File: config.mk
export PLATFORM = sky130hd
export DESIGN_NAME = mem_access_stage_flat
export DESIGN_NICKNAME = d
export VERILOG_FILES = /design/src/rtl/mem_access_stage_if.sv /design/src/rtl/mem_access_stage.sv /design/src/flat_wrapper.sv
export SDC_FILE = /design/constraint.sdc
export NUM_CORES = 1
export LEC_CHECK = 0
export ABC_AREA = 1
export CORE_ASPECT_RATIO = 1.25
export CORE_MARGIN = 5
export CORE_UTILIZATION = 25
export DETAILED_ROUTE_END_ITERATION = 10
export PLACE_DENSITY_LB_ADDON = 0.25
export SLEW_MARGIN = 20
export SYNTH_ARGS = -nofsm -noshare
export SYNTH_HDL_FRONTEND = slang
export SYNTH_SLANG_ARGS = --single-unit
File: constraint.sdc
create_clock -name clk_i -period 4.4 [get_ports clk_i]
set_input_delay 0.66 -clock clk_i [delete_from_list [all_inputs] [get_ports clk_i]]
set_output_delay 0.66 -clock clk_i [all_outputs]
set_load 0.05 [all_outputs]
File: src/rtl/mem_access_stage_if.sv
// rtl/mem_access_stage_if.sv - data-memory request/ack bus between the MEM stage and memory
interface mem_access_stage_if;
    logic        dmem_req_o;
    logic        dmem_we_o;
    logic [31:0] dmem_addr_o;
    logic [31:0] dmem_wdata_o;
    logic        dmem_ack_i;
    logic [31:0] dmem_rdata_i;

    modport master (
        output dmem_req_o,
        output dmem_we_o,
        output dmem_addr_o,
        output dmem_wdata_o,
        input  dmem_ack_i,
        input  dmem_rdata_i
    );

    modport slave (
        input  dmem_req_o,
        input  dmem_we_o,
        input  dmem_addr_o,
        input  dmem_wdata_o,
        output dmem_ack_i,
        output dmem_rdata_i
    );
endinterface

File: src/rtl/mem_access_stage.sv
// rtl/mem_access_stage.sv - MEM pipeline stage with stalling memory handshake; optional timeout via MEM_ACCESS_TIMEOUT_EN
module mem_access_stage (
    input  logic                       clk_i,
    input  logic                       rst_i,
    input  logic                       RegWrite_i,
    input  logic                       MemtoReg_i,
    input  logic                       MemRead_i,
    input  logic                       MemWrite_i,
    input  logic [31:0]                ALURet_i,
    input  logic [31:0]                WriteData_i,
    input  logic [4:0]                 RDaddr_i,
    mem_access_stage_if.master         dmem,
    output logic                       stall_o,
    output logic                       RegWrite_o,
    output logic                       MemtoReg_o,
    output logic [4:0]                 RDaddr_o,
    output logic [31:0]                ALURet_o,
    output logic [31:0]                ReadData_o,
    output logic                       err_o
);

    typedef enum logic {S_IDLE, S_WAIT} state_e;

    state_e      state_q, state_d;
    logic        req_q, req_d;
    logic        we_q, we_d;
    logic [31:0] addr_q, addr_d;
    logic [31:0] wdata_q, wdata_d;
    logic        lat_rw_q, lat_rw_d;
    logic        lat_m2r_q, lat_m2r_d;
    logic [4:0]  lat_rd_q, lat_rd_d;
    logic        rw_q, rw_d;
    logic        m2r_q, m2r_d;
    logic [4:0]  rd_q, rd_d;
    logic [31:0] alu_q, alu_d;
    logic [31:0] rdata_q, rdata_d;
    logic        err_q, err_d;
    logic        access;
    logic        stall;
    logic        timeout_hit;

    assign access = MemRead_i | MemWrite_i;

`ifdef MEM_ACCESS_TIMEOUT_EN
    logic [7:0] cnt_q, cnt_d;

    // Wait-cycle counter: held at zero in IDLE, counts ack-low WAIT cycles
    always_comb begin
        cnt_d = cnt_q;
        if (state_q == S_IDLE) begin
            cnt_d = 8'd0;
        end else if (!dmem.dmem_ack_i) begin
            cnt_d = cnt_q + 8'd1;
        end
    end

    // Counter register
    always_ff @(posedge clk_i or posedge rst_i) begin
        if (rst_i) begin
            cnt_q <= 8'd0;
        end else begin
            cnt_q <= cnt_d;
        end
    end

    // This edge is the 255th ack-low WAIT cycle, so the count would reach 255
    assign timeout_hit = (cnt_q == 8'd254);
`else
    assign timeout_hit = 1'b0;
`endif

    // Next-state, bus latch and MEM/WB field selection
    always_comb begin
        state_d   = state_q;
        req_d     = req_q;
        we_d      = we_q;
        addr_d    = addr_q;
        wdata_d   = wdata_q;
        lat_rw_d  = lat_rw_q;
        lat_m2r_d = lat_m2r_q;
        lat_rd_d  = lat_rd_q;
        rw_d      = rw_q;
        m2r_d     = m2r_q;
        rd_d      = rd_q;
        alu_d     = alu_q;
        rdata_d   = rdata_q;
        err_d     = err_q;
        stall     = 1'b0;
        case (state_q)
            S_IDLE: begin
                if (access) begin
                    // Capture the access; a read+write pair is issued as a store
                    stall     = 1'b1;
                    state_d   = S_WAIT;
                    req_d     = 1'b1;
                    we_d      = MemWrite_i;
                    addr_d    = ALURet_i;
                    wdata_d   = WriteData_i;
                    lat_rw_d  = RegWrite_i;
                    lat_m2r_d = MemtoReg_i;
                    lat_rd_d  = RDaddr_i;
                    rw_d      = 1'b0;
                end else begin
                    rw_d    = RegWrite_i;
                    m2r_d   = MemtoReg_i;
                    rd_d    = RDaddr_i;
                    alu_d   = ALURet_i;
                    rdata_d = 32'd0;
                end
            end
            S_WAIT: begin
                if (dmem.dmem_ack_i) begin
                    state_d = S_IDLE;
                    req_d   = 1'b0;
                    rw_d    = lat_rw_q;
                    m2r_d   = lat_m2r_q;
                    rd_d    = lat_rd_q;
                    alu_d   = addr_q;
                    rdata_d = we_q ? 32'd0 : dmem.dmem_rdata_i;
                end else if (timeout_hit) begin
                    // Abandon the access and release the pipeline with a bubble
                    state_d = S_IDLE;
                    req_d   = 1'b0;
                    rw_d    = 1'b0;
                    err_d   = 1'b1;
                end else begin
                    stall = 1'b1;
                    rw_d  = 1'b0;
                end
            end
            default: begin
                state_d = S_IDLE;
                req_d   = 1'b0;
            end
        endcase
    end

    // State and output registers, cleared immediately by reset
    always_ff @(posedge clk_i or posedge rst_i) begin
        if (rst_i) begin
            state_q   <= S_IDLE;
            req_q     <= 1'b0;
            we_q      <= 1'b0;
            addr_q    <= 32'd0;
            wdata_q   <= 32'd0;
            lat_rw_q  <= 1'b0;
            lat_m2r_q <= 1'b0;
            lat_rd_q  <= 5'd0;
            rw_q      <= 1'b0;
            m2r_q     <= 1'b0;
            rd_q      <= 5'd0;
            alu_q     <= 32'd0;
            rdata_q   <= 32'd0;
            err_q     <= 1'b0;
        end else begin
            state_q   <= state_d;
            req_q     <= req_d;
            we_q      <= we_d;
            addr_q    <= addr_d;
            wdata_q   <= wdata_d;
            lat_rw_q  <= lat_rw_d;
            lat_m2r_q <= lat_m2r_d;
            lat_rd_q  <= lat_rd_d;
            rw_q      <= rw_d;
            m2r_q     <= m2r_d;
            rd_q      <= rd_d;
            alu_q     <= alu_d;
            rdata_q   <= rdata_d;
            err_q     <= err_d;
        end
    end

    assign stall_o           = stall & ~rst_i;
    assign dmem.dmem_req_o   = req_q;
    assign dmem.dmem_we_o    = we_q;
    assign dmem.dmem_addr_o  = addr_q;
    assign dmem.dmem_wdata_o = wdata_q;
    assign RegWrite_o        = rw_q;
    assign MemtoReg_o        = m2r_q;
    assign RDaddr_o          = rd_q;
    assign ALURet_o          = alu_q;
    assign ReadData_o        = rdata_q;
    assign err_o             = err_q;

endmodule

File: src/flat_wrapper.sv
// flat-port wrapper written by rule: the top's interface ports become plain ports
module mem_access_stage_flat 
  (clk_i, rst_i, RegWrite_i, MemtoReg_i, MemRead_i, MemWrite_i, ALURet_i, WriteData_i, RDaddr_i, stall_o, RegWrite_o, MemtoReg_o, RDaddr_o, ALURet_o, ReadData_o, err_o, dmem_dmem_req_o, dmem_dmem_we_o, dmem_dmem_addr_o, dmem_dmem_wdata_o, dmem_dmem_ack_i, dmem_dmem_rdata_i);
  mem_access_stage_if dmem_i ();
  input  logic clk_i;
  input  logic rst_i;
  input  logic RegWrite_i;
  input  logic MemtoReg_i;
  input  logic MemRead_i;
  input  logic MemWrite_i;
  input  logic [31:0] ALURet_i;
  input  logic [31:0] WriteData_i;
  input  logic [4:0] RDaddr_i;
  output logic stall_o;
  output logic RegWrite_o;
  output logic MemtoReg_o;
  output logic [4:0] RDaddr_o;
  output logic [31:0] ALURet_o;
  output logic [31:0] ReadData_o;
  output logic err_o;
  output wire logic [$bits(dmem_i.dmem_req_o)-1:0] dmem_dmem_req_o;
  output wire logic [$bits(dmem_i.dmem_we_o)-1:0] dmem_dmem_we_o;
  output wire logic [$bits(dmem_i.dmem_addr_o)-1:0] dmem_dmem_addr_o;
  output wire logic [$bits(dmem_i.dmem_wdata_o)-1:0] dmem_dmem_wdata_o;
  input wire logic [$bits(dmem_i.dmem_ack_i)-1:0] dmem_dmem_ack_i;
  input wire logic [$bits(dmem_i.dmem_rdata_i)-1:0] dmem_dmem_rdata_i;
  assign dmem_dmem_req_o = dmem_i.dmem_req_o;
  assign dmem_dmem_we_o = dmem_i.dmem_we_o;
  assign dmem_dmem_addr_o = dmem_i.dmem_addr_o;
  assign dmem_dmem_wdata_o = dmem_i.dmem_wdata_o;
  assign dmem_i.dmem_ack_i = dmem_dmem_ack_i;
  assign dmem_i.dmem_rdata_i = dmem_dmem_rdata_i;
  mem_access_stage u_core (.clk_i(clk_i), .rst_i(rst_i), .RegWrite_i(RegWrite_i), .MemtoReg_i(MemtoReg_i), .MemRead_i(MemRead_i), .MemWrite_i(MemWrite_i), .ALURet_i(ALURet_i), .WriteData_i(WriteData_i), .RDaddr_i(RDaddr_i), .dmem(dmem_i), .stall_o(stall_o), .RegWrite_o(RegWrite_o), .MemtoReg_o(MemtoReg_o), .RDaddr_o(RDaddr_o), .ALURet_o(ALURet_o), .ReadData_o(ReadData_o), .err_o(err_o));
endmodule
Word-level counts from Yosys, hierarchy flattened
Cells that the tools add are included.
Word-level totals
  output and inout bits: 139
  logic and storage cells: 45
  flip-flop bits (word level): 145
Operators by class
  mux-type cells: 22
  bitwise logic cells: 4
  equal/unequal tests: 3
  reduce and logical (&&, ||, !) cells: 3
Operator list (number)
  32-bit 2-to-1 mux: 5
  32-bit one-hot mux with 2 select lines: 2
  5-bit 2-to-1 mux: 2
  5-bit one-hot mux with 2 select lines: 1
  1-bit 2-to-1 mux: 8
  1-bit one-hot mux with 2 select lines: 4
  2-bit AND reduction: 3
  2-bit inequality test (second input constant): 2
  2-bit by 1-bit inequality test with 1-bit output (second input constant): 1
  1-bit inverter: 2
  1-bit bitwise AND: 1
  1-bit OR: 1

Longest topological paths before layout
  depth after elaboration: 4
  gate-level depth with buffers: 7
  gate-level depth less buffers: 5

Least setup slack after synthesis
Ideal clock, no wire load.
  path type: input to output
  from: input MemWrite_i
  to: output stall_o
  path buffers: 1
  path slack: 2.048 ns
  cell stages on the path: 5
  arrival time: 1.692 ns
  data required time: 3.740 ns
  path through: nor2_2 nand2_2 nand2_2 buf_4 nor2_1
Between the ends
  cells in the longest elaborated chain, start to end: 4
RTL lines
  start, declared: RTL line flat_wrapper.sv:10  | input logic MemWrite_i;
  1-bit OR: RTL line mem_access_stage.sv:42  | assign access = MemRead_i | MemWrite_i;
  1-bit 2-to-1 mux: RTL line mem_access_stage.sv:91  | if (access) begin
  1-bit one-hot mux with 2 select lines: RTL line mem_access_stage.sv:89  | case (state_q)
  1-bit bitwise AND: RTL line mem_access_stage.sv:173  | assign stall_o = stall & ~rst_i;
  end, declared: RTL line flat_wrapper.sv:14  | output logic stall_o;
Every way passes these cells.

Worst setup path after layout
  from: register u_core.state_q
  to: output stall_o
Between the ends
  cells in the longest elaborated chain, start to end: 3
RTL lines
  start, declared: RTL line mem_access_stage.sv:24  | state_e state_q, state_d;
  start signal, assigned: RTL line mem_access_stage.sv:156  | state_q <= state_d;
  1-bit inverter (no line)
  1-bit one-hot mux with 2 select lines (*): RTL line mem_access_stage.sv:89
  1-bit bitwise AND (*): RTL line mem_access_stage.sv:173
Every way passes the cells marked *; elsewhere a longest branch is shown, timed or not.

==> impl_metrics.csv <==
group,metric,value,unit
drt,route.vias.total,5313,
logic_synthesis,yosysTopAreaCellShare,0.598,
logic_synthesis,synthMuxAreaShare,0,
setup_path,timing.critical_path.arrival,1.91,ns
cts,cts.root.buffer_cell,"clkbuf_16",
cts,tritoncts,"done",
drt,drt_first_iter_violations,278,
pwr,internal_power,3.28,mW
cells_and_area,drive_gt1_frac,0.0547,
logic_synthesis,yosysSeqAreaShare,0.598,
sta,finClkSkew,0.00806,ns
logic_synthesis,yosys.area.top_type,"dfrtp_1",
cts,post_cts.repair.setup_buffers,0,
drt,detail-route-antenna-nets,0,
placed_design,placedInstanceArea,0.00877,mm^2
global_routing,global_route.overflow_total,0,
floorplanning,floorplan.die.height,184,um
sta,post-route-period-util,0.584,
cells_and_area,fin_area,0.00941,mm^2
logic_synthesis,synthDistinctLibCells,18,
pwr,vdd_drop_max,0.000263,V
global_routing,pin_count_of_the_biggest_net_entering_global_routing,81,
pwr,combinational_share_of_power,0.386,
sta,holdWs,0.479,ns
global_routing,grt.total_usage,0.138,
pwr,power.static_leakage,4.53,nW
setup_path,start_kind,"register",
setup_path,cp-end-kind,"output pin",
sta,final_setup_fails,0,
placed_design,dp_hpwl,12800,um
cells_and_area,syn_to_final_growth,55.0,%
cts,htreeDepth,4,
pwr,power.density,583,mW/mm^2
cts,path_clk_slew,0.07,ns
global_routing,grt_pass1_vias,5364,
logic_synthesis,yosysWarningCount,0,
sta,finalHoldViolCount,0,
pwr,p_total,5.49,mW
cts,ctsLongestPathBuffers,2,
cts,cts-hold-fix-buffers,0,
setup_path,kind_of_critical_path,"reg2out",
cells_and_area,num_antenna_cells,0,
sta,tns,0,ns
drt,via_per_inst,4.17,
logic_synthesis,syn-cell-area,0.00607,mm^2
global_routing,antenna_found_initial,0,
logic_synthesis,synthesis.nets,818,
setup_path,cpLargestDelayFamily,"buffers and inverters",
cts,cts_resized,0,
logic_synthesis,synth_top_family_by_area,"simple AND/OR/NAND/NOR gates",
min_path,hold_class,"reg2reg",
cts,numCtsBuffers,17,
setup_path,r2r-start,"u_core.state_q",
floorplanning,fp.dieW,149,um
status,status,"complete, no violations",
cts,tritoncts_num_sinks,145,
floorplanning,design.core.area,0.0238,mm^2
pwr,p_sw_frac,0.403,
drt,residual_drc_count,0,
min_path,startpoint_of_the_worst_hold_path,"u_core.dmem.dmem_wdata_o[20]",
logic_synthesis,synth_seq_cells,145,
logic_synthesis,synth-compound-area-share,0.0658,
sta,timing_max_transition_violations_final,0,
logic_synthesis,synth_simple_gate_area_frac,0.264,
floorplanning,initial_utilization,0.255,
placed_design,weighted_congestion_reported_at_the_end_of_routability_driven_placement,0.713,
flow_run,maximum_capacitance_violations,0,
cts,clock_latency,0.41,ns
floorplanning,die_area,0.0275,mm^2
setup_path,cpMaxStageDelayCell,"buf_4",
sta,timing.slew.headroom,0.420,
placed_design,io_buffers,245,
setup_path,crit_chain,"buf_4, nand2_4, nand2_2, nor2_1, buf_12",
sta,timing.fmax,0.389,GHz
pwr,switching_power,2.21,mW
logic_synthesis,post_synth_fa_ha_maj_area_fraction,0,
sta,grt_setup_unrepaired,"no",
drt,finalWirelength,19200,um
setup_path,number_of_buffers_and_inverters_on_the_critical_path,2,
logic_synthesis,synth.avg_cell_area,8.55,um^2
floorplanning,fp_rows,63,
drt,drt-pass1-iter-count,4,
setup_path,crit_path_max_incr_delay,0.60,ns
cells_and_area,final_nets,1045,
sta,tightestPinTransition,0.870,ns
setup_path,timing.critical_path.required,3.74,ns
drt,wire_per_inst,15.1,um
setup_path,worst_setup_path_startpoint,"u_core.state_q",
setup_path,critPathMaxFanout,73,
logic_synthesis,syn_inst,710,
global_routing,grt_pass1_wl,30000,um
logic_synthesis,synthXorXnorAreaFrac,0,
sta,final_period_minus_worst_setup_slack,2.57,ns
pwr,pwr-share-clk,0.289,
floorplanning,floorplan.io_pins,247,
logic_synthesis,netlist_top_cells_area,"dfrtp_1 60%, nand2_1 20%, nand3_1 5.8%",
pwr,seq_power_share,0.325,
## power groups by stage
stage / Combinational, mW / Clock, mW / Sequential, mW
2_1_floorplan: 0.421 / 0 / 2.72
3_3_place_gp: 2.15 / 0 / 1.80
3_5_place_dp: 2.15 / 0 / 1.80
4_1_cts: 2.15 / 1.64 / 1.79
5_1_grt: 2.25 / 1.69 / 1.83
6_report: 2.12 / 1.58 / 1.78
## sequential cells by signal, indices dropped and copies added (netlist names)
name and count:
u_core.ALURet_o 32, u_core.ReadData_o 32, u_core.dmem.dmem_addr_o 32, u_core.dmem.dmem_wdata_o 32
u_core.RDaddr_o 5, u_core.lat_rd_q 5, u_core.MemtoReg_o 1, u_core.RegWrite_o 1
u_core.dmem.dmem_req_o 1, u_core.dmem.dmem_we_o 1, u_core.lat_m2r_q 1, u_core.lat_rw_q 1
u_core.state_q 1
## Yosys cell counts
| master | number |
|---|---|
| dfrtp_1 | 145 |
| nand2_1 | 317 |
| nor2_1 | 3 |
| buf_6 | 5 |
| nand3_1 | 70 |
| nor2_2 | 2 |
| inv_1 | 42 |
| conb_1 | 1 |
| clkbuf_1 | 12 |
| nand2_4 | 1 |
| o21ai_0 | 63 |
| buf_2 | 17 |
| nor2_4 | 1 |
| buf_4 | 12 |
| nand2_2 | 2 |
| inv_2 | 1 |
| o21ai_2 | 1 |
| o21ai_1 | 15 |
## final cells by class
class / count / area (um^2)
timing repair buffer: 254 / 2550
clock inverter: 14 / 203
sequential: 145 / 3630
fill: 2438 / 14400
tap: 325 / 407
inverter: 43 / 165
multi-input combinational: 476 / 2010
clock buffer: 18 / 439
## worst register-to-register path, stage by stage, from the launching register on
cell	delay [ns]
dfrtp_2	0.45
buf_4	0.60
nand2_4	0.11
buf_4	0.41
nor2_2	0.22
buf_4	0.35
nand2_1	0.10
nand2_1	0.08
## per-layer routing
layer / up-vias / share of wire / GRT usage / wire (um)
met1: 2468 / 0.43 / 0.172 / 8180
met2: 150 / 0.49 / 0.228 / 9470
met4: 0 / 0.024 / 0.0491 / 465
met3: 22 / 0.058 / 0.0421 / 1120
li1: 2673 / - / - / -
met5: - / 0 / 0 / 0
## final timing paths
check | cells after the start | slack [ns] | to
min reg2reg | 2 | 0.48 | u_core.dmem.dmem_wdata_o[20]
max reg2reg | 7 | 2.01 | u_core.ReadData_o[28]
max | 5 | 1.83 | stall_o
min | 2 | 0.48 | u_core.dmem.dmem_wdata_o[20]
min in group asynchronous | 2 | 0.73 | u_core.dmem.dmem_addr_o[10]
max in group asynchronous | 3 | 2.73 | u_core.dmem.dmem_req_o
## stage by stage
step	instances	util	setup slack (ns)
final	1275	0.395	1.83
after global routing	1275	0.395	1.69
after CTS	1275	0.395	1.78
after detailed placement	1243	0.368	1.84
after global placement	1243	0.368	1.87
after floorplan	710	-	1.92
## logic make-up after synthesis
| kind of cell | after synthesis |
|---|---|
| other cells | 1 |
| buf+inv | 89 |
| flops | 145 |
| simple gates | 396 |
| compound gates | 79 |
## cell usage in the layout, fill, tap and decap left out, types with 3 or more instances in the layout
cell type        instances
dfrtp_1                144
nand3_1                 70
clkinvlp_4               3
clkbuf_16               17
bufinv_16                4
buf_4                    7
nand2_1                317
o21ai_0                 63
clkdlybuf4s50_1        244
inv_6                    3
o21ai_1                 15
nor2_1                   3
inv_1                   41
buf_12                   3
(Power assumes the default switching activity.)
==> RTL change (config.mk and constraints unchanged) <==
Build with the macro `MEM_ACCESS_TIMEOUT_EN` defined.
--- a/src/rtl/mem_access_stage.sv
+++ b/src/rtl/mem_access_stage.sv
@@ -1,4 +1,6 @@
 // rtl/mem_access_stage.sv - MEM pipeline stage with stalling memory handshake; optional timeout via MEM_ACCESS_TIMEOUT_EN
+`define MEM_ACCESS_TIMEOUT_EN
+
 module mem_access_stage (
     input  logic                       clk_i,
     input  logic                       rst_i,
Check against the original RTL: no difference found for any inputs over 4 cycles, from zero or initial values and one cycle with rst_i high; that may be too few to reach the edited logic, so the function may still have changed.
==> RTL change against the original RTL <==
- synthesized area increased by 3.6%
- design area increased by 3.0%
- sequential cell count increased by 9
- core utilization decreased by 0.84 points
- setup slack got worse by 0.41 ns
- non-clock buffer count unchanged
- power increased by 1.5%
- routed wire length increased by 0.66%
- highest routed layer unchanged
==> RTL change: results (changes against the original RTL) <==
stage	metric	value	unit	change
placed_design	Cell Count Post-Placement	1275		+2.6%
grt	first-pass GRT wire length	31000	um	+3.6%
outcome	status	finished, final reports clean		
cts	Gates resized, CTS repair	0		unchanged
routing	drt first pass iters	4		unchanged
pwr	pwr/cell area	574	nW/um2	-1.5%
cts	postcts setup bufs	0		unchanged
synthesis	Seq/Total Area, Yosys	61.3	%	+1.5 points
grt	largest net degree at the start of global routing	137		+69%
routing	via density per instance	4.12		-1.1%
critical_path	CP Max Fanout	14		-81%
routing	drt initial violations	284		+2.2%
synthesis	Post-synth EDFFs	0		unchanged
sta	Clock Skews	0.00998	ns	+0.00192 ns
critical_path	Slowest-stage cell, CP	clkdlybuf4s50_1		
routing	Routed WL	19400	um	+0.66%
routing	detailed-route via count	5387		+1.4%
cts	CTS Root Cell	clkbuf_16		
grt	Overall Global Routing Usage	13.7	%	-0.14 points
cells_and_area	post-layout net count	1069		+2.3%
synthesis	count of cell types in the netlist	17		-1
cts	CTS clk-pin slew, worst paths	0.07	ns	about the same
synthesis	syn nets	837		+2.3%
hold_path	Hold Crit Depth	2		unchanged
placed_design	post-DP HPWL	13300	um	+3.6%
synthesis	top cells by area, synth	dfrtp_1 61%, nand2_1 18%, o21ai_0 9.5%		
cts	CTS max path bufs	2		unchanged
synthesis	Cells after Synth	727		+2.4%
grt	initial antenna violation count	0		unchanged
cells_and_area	diode count	0		unchanged
critical_path	Worst Reg-to-Reg Cells	6		-1
placed_design	# port buffers	246		+0.41%
hold_path	Hold WC Path Type	register to register		
cells_and_area	fill count	2599		+6.6%
pwr	Peak supply drop	0.259	mV	-1.4%
cells_and_area	share of cells above drive strength 1	4.73	%	-0.74 points
pwr	Pleak	0.00451	uW	-0.37%
placed_design	placed cell area	9060	um2	+3.4%
critical_path	CP max stage delay	0.42	ns	-0.18 ns
sta	worst slew pin tran	0.790	ns	-0.0804 ns
placed_design	GPL Wtd Cong	0.777		+8.9%
critical_path	Worst Path Arrival	2.32	ns	+0.41 ns
placed_design	Placement Setup Slack	1.42	ns	-0.428 ns
synthesis	most common library cells after synthesis	295 x nand2_1, 154 x dfrtp_1, 119 x o21ai_0, 50 x inv_1, 41 x nand3_1		
[RTL change: changes by cell type in the layout (fill, tap and decap cells not counted), moves of 4 or more]
| cell | before | now |
|---|---|---|
| nand2_1 | 317 | 295 |
| o21ai_0 | 63 | 119 |
| dfrtp_1 | 144 | 154 |
| a21oi_1 | 0 | 4 |
| inv_1 | 41 | 49 |
| nand3_1 | 70 | 41 |
| nor2_1 | 3 | 11 |
| o21ai_1 | 15 | 2 |
[RTL change: cells by family after synthesis]
kind of cell / synth area share [%]
buffers and inverters: 6.31
DFF: 61.3
adders and majority gates: 0.398
AOI/OAI and AO/OA: 10.1
and+or+nand+nor: 21.9
[RTL change: path summary, 6_finish.rpt]
| path | start | slack (ns) | endpoint |
|---|---|---|---|
| min in group asynchronous | rst_i | 0.63 | u_core.dmem.dmem_addr_o[23] |
| worst min register to register | u_core.dmem.dmem_wdata_o[18] | 0.47 | u_core.dmem.dmem_wdata_o[18] |
| max in group asynchronous | rst_i | 2.65 | u_core.RDaddr_o[3] |
| worst max register to register | u_core.state_q | 2.11 | u_core.ALURet_o[14] |
| worst min-delay path | u_core.dmem.dmem_wdata_o[18] | 0.47 | u_core.dmem.dmem_wdata_o[18] |
| worst max-delay path | MemWrite_i | 1.42 | stall_o |
[RTL change: final cells by class]
cell class	count	share of cell area, %
Tap cell	335	4.33
Clock inverter	13	1.98
Inverter	53	2.12
Multi-Input combinational cell	479	21.1
Clock buffer	19	4.47
Sequential cell	154	39.8
Timing Repair Buffer	254	26.3
[RTL change: power by group]
part / switching (uW) / internal [uW] / total (uW)
clock network: 612 / 956 / 1570
registers: 174 / 1700 / 1880
logic: 1450 / 676 / 2120
[RTL change: layer usage]
metal	part of all wire [%]	wire, um	vias to the layer above	global-route usage (%)
li1	-	-	2751	-
met1	43	8290	2488	16.5
met2	50	9720	130	23.3
met3	5.0	968	18	3.80
met4	2.0	379	0	5.19
met5	0	0	-	0
[RTL change: worst register-to-register path, delay by kind of cell (launching register included)]
kind	cells	cell delay, ns
buffers and inverters	3	0.91
AO/OA/AOI/OAI	1	0.23
flip-flops	1	0.69
AND/OR/NAND/NOR	2	0.31
[RTL change: metrics by stage]
step           hold WS (ns)  power (uW)
3_5_place_dp          0.458        4050
6_report              0.469        5570
5_1_grt               0.488        5840
4_1_cts               0.474        5650
2_1_floorplan         0.448        3220
3_3_place_gp          0.453        4040
